**config.mk**
```make
export PLATFORM = sky130hd
export DESIGN_NAME = vga_scan_reader_flat
export DESIGN_NICKNAME = d
export VERILOG_FILES = /design/src/rtl/vga_scan_reader_if.sv /design/src/rtl/vga_scan_reader.sv /design/src/flat_wrapper.sv
export SDC_FILE = /design/constraint.sdc
export NUM_CORES = 1
export LEC_CHECK = 0
export CAP_MARGIN = 20
export CORE_ASPECT_RATIO = 0.7
export CORE_MARGIN = 3
export CORE_UTILIZATION = 25
export CTS_CLUSTER_SIZE = 10
export DETAILED_ROUTE_END_ITERATION = 10
export GPL_TIMING_DRIVEN = 0
export HOLD_SLACK_MARGIN = 0.1
export PLACE_DENSITY = 0.58
export REMOVE_ABC_BUFFERS = 1
export SLEW_MARGIN = 25
export SYNTH_ARGS = -nofsm -noshare
export SYNTH_HDL_FRONTEND = slang
export SYNTH_SLANG_ARGS = --single-unit
```
**constraint.sdc**
```tcl
create_clock -name clk_100M -period 2.7 [get_ports clk_100M]
set_input_delay 0.27 -clock clk_100M [delete_from_list [all_inputs] [get_ports clk_100M]]
set_output_delay 0.27 -clock clk_100M [all_outputs]
set_load 0.02 [all_outputs]
```
**src/rtl/vga_scan_reader_if.sv**
```systemverilog
// Read side of the SDRAM-to-VGA dual-clock FIFO as seen from the display domain.
// master = the pixel consumer issuing rdreq, slave = the FIFO presenting q/flags.
interface vga_scan_reader_if;
    logic [15:0] data_vga;
    logic        rd_empty;
    logic [10:0] rd_used;
    logic        vga_rdfifo;

    modport master (
        input  data_vga,
        input  rd_empty,
        input  rd_used,
        output vga_rdfifo
    );

    modport slave (
        output data_vga,
        output rd_empty,
        output rd_used,
        input  vga_rdfifo
    );
endinterface

```
**src/rtl/vga_scan_reader.sv**
```systemverilog
// VGA timing generator that pulls one FIFO word per active pixel and drives registered RGB565/sync.
// A pixel read on cycle T is registered onto the outputs at the edge closing T+1, when FIFO q is valid.
module vga_scan_reader #(
    parameter int H_ACTIVE  = 640,
    parameter int H_FP      = 16,
    parameter int H_SYNC    = 96,
    parameter int H_BP      = 48,
    parameter int V_ACTIVE  = 480,
    parameter int V_FP      = 10,
    parameter int V_SYNC    = 2,
    parameter int V_BP      = 33,
    parameter int PIX_DIV   = 4,
    parameter int PRIME_LVL = 512
) (
    input  logic              clk_100M,
    input  logic              rst_100i,
    vga_scan_reader_if.master fifo,
    output logic [4:0]        vga_r,
    output logic [5:0]        vga_g,
    output logic [4:0]        vga_b,
    output logic              vga_hs,
    output logic              vga_vs,
    output logic              vga_de,
    output logic              frame_end,
    output logic              underflow
);

    localparam int H_TOTAL = H_ACTIVE + H_FP + H_SYNC + H_BP;
    localparam int V_TOTAL = V_ACTIVE + V_FP + V_SYNC + V_BP;
    localparam int H_W     = $clog2(H_TOTAL);
    localparam int V_W     = $clog2(V_TOTAL);
    localparam int DIV_W   = (PIX_DIV > 1) ? $clog2(PIX_DIV) : 1;

    localparam logic [H_W-1:0]   H_LAST   = H_W'(H_TOTAL - 1);
    localparam logic [H_W-1:0]   H_ACT_C  = H_W'(H_ACTIVE);
    localparam logic [H_W-1:0]   HS_BEG   = H_W'(H_ACTIVE + H_FP);
    localparam logic [H_W-1:0]   HS_END   = H_W'(H_ACTIVE + H_FP + H_SYNC);
    localparam logic [V_W-1:0]   V_LAST   = V_W'(V_TOTAL - 1);
    localparam logic [V_W-1:0]   V_ACT_C  = V_W'(V_ACTIVE);
    localparam logic [V_W-1:0]   VS_BEG   = V_W'(V_ACTIVE + V_FP);
    localparam logic [V_W-1:0]   VS_END   = V_W'(V_ACTIVE + V_FP + V_SYNC);
    localparam logic [DIV_W-1:0] DIV_LAST = DIV_W'(PIX_DIV - 1);
    localparam logic [10:0]      PRIME_C  = 11'(PRIME_LVL);

    typedef enum logic {PRIME, RUN} state_t;

    state_t           state;
    logic [DIV_W-1:0] div_cnt;
    logic [H_W-1:0]   h_cnt;
    logic [V_W-1:0]   v_cnt;
    logic             pix_en;
    logic             go;
    logic             active;

    logic             vld_p0;
    logic             de_p0;
    logic             hs_p0;
    logic             vs_p0;
    logic             empty_p0;

    // The priming pix_en already serves pixel (0,0), so reads start on that same cycle.
    always_comb begin
        pix_en = (div_cnt == DIV_LAST);
        go     = pix_en && ((state == RUN) || (fifo.rd_used >= PRIME_C));
        active = (h_cnt < H_ACT_C) && (v_cnt < V_ACT_C);
    end

    assign fifo.vga_rdfifo = go && active;
    assign frame_end       = go && (h_cnt == '0) && (v_cnt == V_ACT_C);

    always_ff @(posedge clk_100M or negedge rst_100i) begin
        if (!rst_100i) begin
            state     <= PRIME;
            div_cnt   <= '0;
            h_cnt     <= '0;
            v_cnt     <= '0;
            vld_p0    <= 1'b0;
            de_p0     <= 1'b0;
            hs_p0     <= 1'b1;
            vs_p0     <= 1'b1;
            empty_p0  <= 1'b0;
            vga_r     <= '0;
            vga_g     <= '0;
            vga_b     <= '0;
            vga_hs    <= 1'b1;
            vga_vs    <= 1'b1;
            vga_de    <= 1'b0;
            underflow <= 1'b0;
        end else begin
            div_cnt <= pix_en ? '0 : div_cnt + 1'b1;
            vld_p0  <= go;

            // p0: pixel timing captured on the read cycle
            if (go) begin
                state    <= RUN;
                de_p0    <= active;
                hs_p0    <= !((h_cnt >= HS_BEG) && (h_cnt < HS_END));
                vs_p0    <= !((v_cnt >= VS_BEG) && (v_cnt < VS_END));
                empty_p0 <= fifo.rd_empty;
                if (h_cnt == H_LAST) begin
                    h_cnt <= '0;
                    v_cnt <= (v_cnt == V_LAST) ? '0 : v_cnt + 1'b1;
                end else begin
                    h_cnt <= h_cnt + 1'b1;
                end
            end

            // p1: outputs, with FIFO q now valid
            if (vld_p0) begin
                vga_de <= de_p0;
                vga_hs <= hs_p0;
                vga_vs <= vs_p0;
                if (de_p0 && !empty_p0) begin
                    vga_r <= fifo.data_vga[15:11];
                    vga_g <= fifo.data_vga[10:5];
                    vga_b <= fifo.data_vga[4:0];
                end else begin
                    vga_r <= '0;
                    vga_g <= '0;
                    vga_b <= '0;
                end
                if (de_p0 && empty_p0)
                    underflow <= 1'b1;
            end
        end
    end

endmodule
```
**src/flat_wrapper.sv**
```systemverilog
// flat-port wrapper written by rule: the top's interface ports become plain ports
module vga_scan_reader_flat 
#(
    parameter int H_ACTIVE  = 640,
    parameter int H_FP      = 16,
    parameter int H_SYNC    = 96,
    parameter int H_BP      = 48,
    parameter int V_ACTIVE  = 480,
    parameter int V_FP      = 10,
    parameter int V_SYNC    = 2,
    parameter int V_BP      = 33,
    parameter int PIX_DIV   = 4,
    parameter int PRIME_LVL = 512
)
  (clk_100M, rst_100i, vga_r, vga_g, vga_b, vga_hs, vga_vs, vga_de, frame_end, underflow, fifo_data_vga, fifo_rd_empty, fifo_rd_used, fifo_vga_rdfifo);
  vga_scan_reader_if fifo_i ();
  input  logic clk_100M;
  input  logic rst_100i;
  output logic [4:0] vga_r;
  output logic [5:0] vga_g;
  output logic [4:0] vga_b;
  output logic vga_hs;
  output logic vga_vs;
  output logic vga_de;
  output logic frame_end;
  output logic underflow;
  input wire logic [$bits(fifo_i.data_vga)-1:0] fifo_data_vga;
  input wire logic [$bits(fifo_i.rd_empty)-1:0] fifo_rd_empty;
  input wire logic [$bits(fifo_i.rd_used)-1:0] fifo_rd_used;
  output wire logic [$bits(fifo_i.vga_rdfifo)-1:0] fifo_vga_rdfifo;
  assign fifo_i.data_vga = fifo_data_vga;
  assign fifo_i.rd_empty = fifo_rd_empty;
  assign fifo_i.rd_used = fifo_rd_used;
  assign fifo_vga_rdfifo = fifo_i.vga_rdfifo;
  vga_scan_reader #(.H_ACTIVE(H_ACTIVE), .H_FP(H_FP), .H_SYNC(H_SYNC), .H_BP(H_BP), .V_ACTIVE(V_ACTIVE), .V_FP(V_FP), .V_SYNC(V_SYNC), .V_BP(V_BP), .PIX_DIV(PIX_DIV), .PRIME_LVL(PRIME_LVL)) u_core (.clk_100M(clk_100M), .rst_100i(rst_100i), .fifo(fifo_i), .vga_r(vga_r), .vga_g(vga_g), .vga_b(vga_b), .vga_hs(vga_hs), .vga_vs(vga_vs), .vga_de(vga_de), .frame_end(frame_end), .underflow(underflow));
endmodule
```
Word level (Yosys, flattened, before mapping)
Cells that the tools add are included.
- reduce and logical (&&, ||, !) cells: 16
- mux-type cells: 6
- add/subtract/negate cells: 3
- magnitude comparators: 7
- equality and inequality tests: 4
- operator list (kind ; count):
    adder 10 x 1 -> 10 bit, second input constant ; 2
    == test 10 bit, second input constant ; 2
    < comparator 10 bit, second input constant ; 2
    < comparator 10 x 9 -> 1 bit, second input constant ; 2
    two-way mux 10 bit ; 2
    greater-or-equal comparator 11 x 10 -> 1 bit, second input constant ; 1
    == test 10 x 9 -> 1 bit, second input constant ; 1
    greater-or-equal comparator 10 bit, second input constant ; 1
    greater-or-equal comparator 10 x 9 -> 1 bit, second input constant ; 1
    logical NOT 10 bit ; 1
    two-way mux 5 bit ; 2
    logical AND 1 bit ; 9
    two-way mux 6 bit ; 1
    AND reduction 2 bit ; 2
    logical NOT 1 bit ; 3
    adder 2 x 1 -> 2 bit, second input constant ; 1
    == test 2 bit, second input constant ; 1
    two-way mux 2 bit ; 1
    logical OR 1 bit ; 1
- word-level logic and storage cells: 52
- bits in registers: 48
- bits of input ports: 30
- output and inout port bits: 22

Logic depth before layout (Yosys ltp)
- depth in word-level cells: 5
- depth in mapped cells: 7
- gate-level depth less buffers: 6

Least setup slack after synthesis
OpenSTA, ideal clock, no wires.
- path type: reg2reg
- from: register u_core.h_cnt[6]
- to: register u_core.v_cnt[3]
- stages on the path, launching flop included: 6
- path buffers: 1
- library setup time: 76 ps
- slack: 749 ps
- arrival time: 1874 ps
- cells stage by stage: dfrtp_1 > or2_1 > or4_4 > buf_6 > or4_1 > o21ai_1
- longest elaborated chain between the ends: 2
- RTL lines (item ; RTL line ; source):
    start: declaration ; vga_scan_reader.sv:49 ; logic [H_W-1:0] h_cnt;
    start signal: assignment ; vga_scan_reader.sv:104 ; h_cnt <= h_cnt + 1'b1;
    == test 10 bit ; vga_scan_reader.sv:100 ; if (h_cnt == H_LAST) begin
    AND reduction 2 bit (no line) ; -- ;
    end signal: assignment ; vga_scan_reader.sv:102 ; v_cnt <= (v_cnt == V_LAST) ? '0 : v_cnt + 1'b1;
    end: declaration ; vga_scan_reader.sv:50 ; logic [V_W-1:0] v_cnt;
Every way passes these cells.
A chain may end at the register's enable or synchronous reset.

Worst setup path after layout
- from: register u_core.div_cnt[0]
- to: register u_core.v_cnt[5]
- longest elaborated chain between the ends: 3
- RTL lines (item ; RTL line ; source):
    start: declaration ; vga_scan_reader.sv:48 ; logic [DIV_W-1:0] div_cnt;
    start signal: assignment ; vga_scan_reader.sv:90 ; div_cnt <= pix_en ? '0 : div_cnt + 1'b1;
    == test 2 bit ; vga_scan_reader.sv:63 ; pix_en = (div_cnt == DIV_LAST);
    logical AND 1 bit ; vga_scan_reader.sv:64 ; go = pix_en && ((state == RUN) || (fifo.rd_used >= PRIME_C));
    AND reduction 2 bit (no line) ; -- ;
Every way passes these cells.

==> results.yml <==
run_status:
  status: "finished, final reports clean"
cts:
  htree_levels: 2
  cts_inserted_buffers: 5
  insertion_delay_ns: 0.28
  cts_tree: "built"
  root_buffer: "clkbuf_16"
  cts_max_path_buffers: 2
  clk_pin_slew_ns: 0.06
  clkSinkCount: 48
die:
  initial_core_util_pct: 26.59
  die_h_microns: 83.70
  core-area_sq_um: 8108
  die_area_sq_um: 9791
  rows: 27
  num_io_pins: 52
  die_width_microns: 117.0
drt:
  routed-wl-met2_microns: 1898
  num_vias: 1680
  met1_length_microns: 2648
  dr_wl_met3_microns: 239
  via_per_inst: 4.565
  ant_nets: 0
  route.detailed.drc: 0
  drtIter0Drc: 134
  drt_wl_total_microns: 4808
  dr.pass1.iters: 4
  maxUsedRoutingLayer: "met4"
  wire_per_inst_microns: 13.07
global_routing:
  grt-ovfl-total: 0
  grt_pass1_wl_microns: 8079
  grt_pass1_vias: 1603
  grtUsageTotal_pct: 10.19
  grt_max_degree: 49
  antenna_found_initial: 0
timing:
  fmax_ghz: 0.4268
  setup_viol: 0
  max_slew_margin_pct: 46.22
  final-hold-violation-count: 0
  min_period_ns: 2.343
  tightestPinTransition_ns: 0.8000
  fin_skew_ns: 0.004732
  grt_setup_unrepaired: "no"
  drv_slew: 0
  fin_crit_sh_pct: 86.77
yosys:
  syn_avg_cell_area_sq_um: 9.889
  yosysSeqAreaShare_pct: 55.95
  syn_area_sq_um: 2156
  yosysUniqueCellTypes: 39
  netlist_top_cells_count: "dfrtp_1 (44), nand2_1 (32), o21ai_0 (26)"
  synth.most_common_cell: "dfrtp_1"
  synth-seq-cells: 48
  synth_edf_count: 0
  ys.flop_type: "dfrtp_1"
  synthArstFlopShare_pct: 100.0
  synth.largest_area_cell: "dfrtp_1"
  yosysTopAreaCellShare_pct: 51.07
  netlist_instances: 218
  yosys_warnings: 0
  synth.top_cells.by_area: "dfrtp_1 (51%), o21ai_0 (6.0%), nand2_1 (5.6%)"
flow_run:
  maxCapViolations: 0
worst_setup_path:
  reg2reg_depth: 7
  worst-endpoint-required_ns: 2.89
  start_kind: "flop"
  path_max_fanout: 10
  worst_r2r_endpoint: "u_core.v_cnt[5]"
  max_stage_delay_ns: 0.73
  cp_slowest_cell: "nor4_2"
  cp_common_cell: "buf_4"
  rrSetupSlack_ns: 0.36
  crit_family: "simple AND/OR/NAND/NOR gates"
  end_kind: "flop"
  arrival_ns: 2.54
  crit_type: "flop to flop"
  cp_num_cells: 7
  crit_buf_inv: 2
  worstPathCellList: "ha_1, o31ai_4, buf_4, buf_4, nor4_2, nand2_1, o31ai_1"
  reg2reg_from: "u_core.div_cnt[0]"
placement:
  place.gp.congestion: 0.8103
  dpl.hpwl_microns: 3372
  dpl.cell_count: 356
  portBuffers: 42
hold_path:
  min_from: "u_core.div_cnt[0]"
  hold_end: "u_core.div_cnt[0]"
  hold_path.class: "flop to flop"
  min_path_cells: 1
power_and_ir_drop:
  vdd_drop_max_uv: 239.7
  p_leak_nw: 1.214
  total_power_w: 0.001653
  cellPowerDensity_nw_per_um2: 570.3
final_layout:
  final_cell_count_no_fill: 368
  nets: 301
  antenna_cells: 0
  drive_gt1_share_pct: 8.614
  syn_to_final_growth_pct: 34.42
## placed cells by master, fill, tap and decap left out, types with 2 or more instances in the layout
master           instances
dfrtp_1                 44
clkdlybuf4s50_1         40
nand2_1                 32
o21ai_0                 26
inv_1                   23
nor2_1                  12
nand3_1                  7
nand4_1                  5
or4_1                    5
nor3_1                   5
xnor2_1                  5
ha_1                     5
clkbuf_16                5
and3_1                   4
xor2_1                   4
buf_4                    4
dfstp_2                  4
nand2b_1                 3
a21oi_1                  2
and4_1                   2
o2bb2ai_1                2
mux2_2                   2
o31ai_1                  2
clkinv_4                 2
## layout make-up
class / count / area [sq um]
clock buffers: 5 / 125.1
clock inverters: 3 / 47.55
fillers: 844 / 5210
inverters: 24 / 90.09
multi-input cells: 141 / 849.6
flip-flops and latches: 48 / 1206
well taps: 101 / 126.4
repair buffers: 46 / 452.9
## worst max-delay path by stage
stage,startpoint,slack (ns),to
CTS,u_core.div_cnt[0],0.002,frame_end
global route,u_core.div_cnt[0],0.08,u_core.v_cnt[5]
floorplan,u_core.state,0.46,u_core.de_p0
detailed placement,fifo_rd_used[10],-0.14,fifo_vga_rdfifo
finish,u_core.div_cnt[0],0.36,u_core.v_cnt[5]
global placement,fifo_rd_used[10],-1.27,fifo_vga_rdfifo
## per-stage QoR
step | utilization (%) | TNS, ns | area [sq um] | hold slack [ns] | setup slack, ns
after detailed placement | 33.15 | -0.1396 | 2688 | 0.3271 | -0.1396
after floorplan | - | 0 | 2130 | -0.02559 | 0.4568
after global routing | 35.74 | 0 | 2898 | 0.4596 | 0.08089
final | 35.74 | 0 | 2898 | 0.4301 | 0.3571
after CTS | 35.68 | 0 | 2893 | 0.4354 | 0.001821
after global placement | 33.01 | -11.80 | 2676 | 0.4119 | -1.269
## state kept, by name, indices dropped and copies added, names as in the netlist
name              count
u_core.vga_de         1
u_core.vga_vs         1
u_core.v_cnt         10
u_core.vga_b          5
u_core.vs_p0          1
u_core.div_cnt        2
u_core.h_cnt         10
u_core.vga_r          5
u_core.vga_g          6
u_core.state          1
u_core.vld_p0         1
u_core.vga_hs         1
u_core.underflow      1
u_core.de_p0          1
u_core.empty_p0       1
u_core.hs_p0          1
## repair_timing
item	in CTS	in global routing
hold endpoints to repair	44	0
buffers inserted	3	0
gates resized for setup	0	1
hold buffers	1	0
setup endpoints to repair	1	1
pin swaps	1	0
## per-layer routing
metal / up-vias / global-route usage (%)
li1: 845 / -
met1: 799 / 16.38
met2: 32 / 13.27
met3: 4 / 2.971
met4: 0 / 1.875
met5: - / 0
## power breakdown
group	switching [W]	internal, W	total [W]
Combinational	0.0000667	0.0000665	0.000133
Sequential	0.0000535	0.000756	0.000809
Clock	0.000270	0.000440	0.000710
Total	0.000390	0.00126	0.00165
## worst reg2reg max path, stage by stage, from the launching register on
cell,delay [ns]
dfrtp_1,0.35
ha_1,0.22
o31ai_4,0.11
buf_4,0.16
buf_4,0.17
nor4_2,0.73
nand2_1,0.24
o31ai_1,0.28
## logic make-up (layout without fill, tap and decap cells)
kind of cell	after synthesis	count (layout)	share of synthesized area, %
AND/OR/NAND/NOR	86	86	20.60
buffers and inverters	29	78	5.397
adder cells (fa/ha/maj)	5	5	2.902
XOR/XNOR	9	9	3.656
multiplexers	2	2	1.045
AO/OA/AOI/OAI	39	39	10.45
flip-flops	48	48	55.95
No activity file was read; power rests on OpenSTA's default activity.
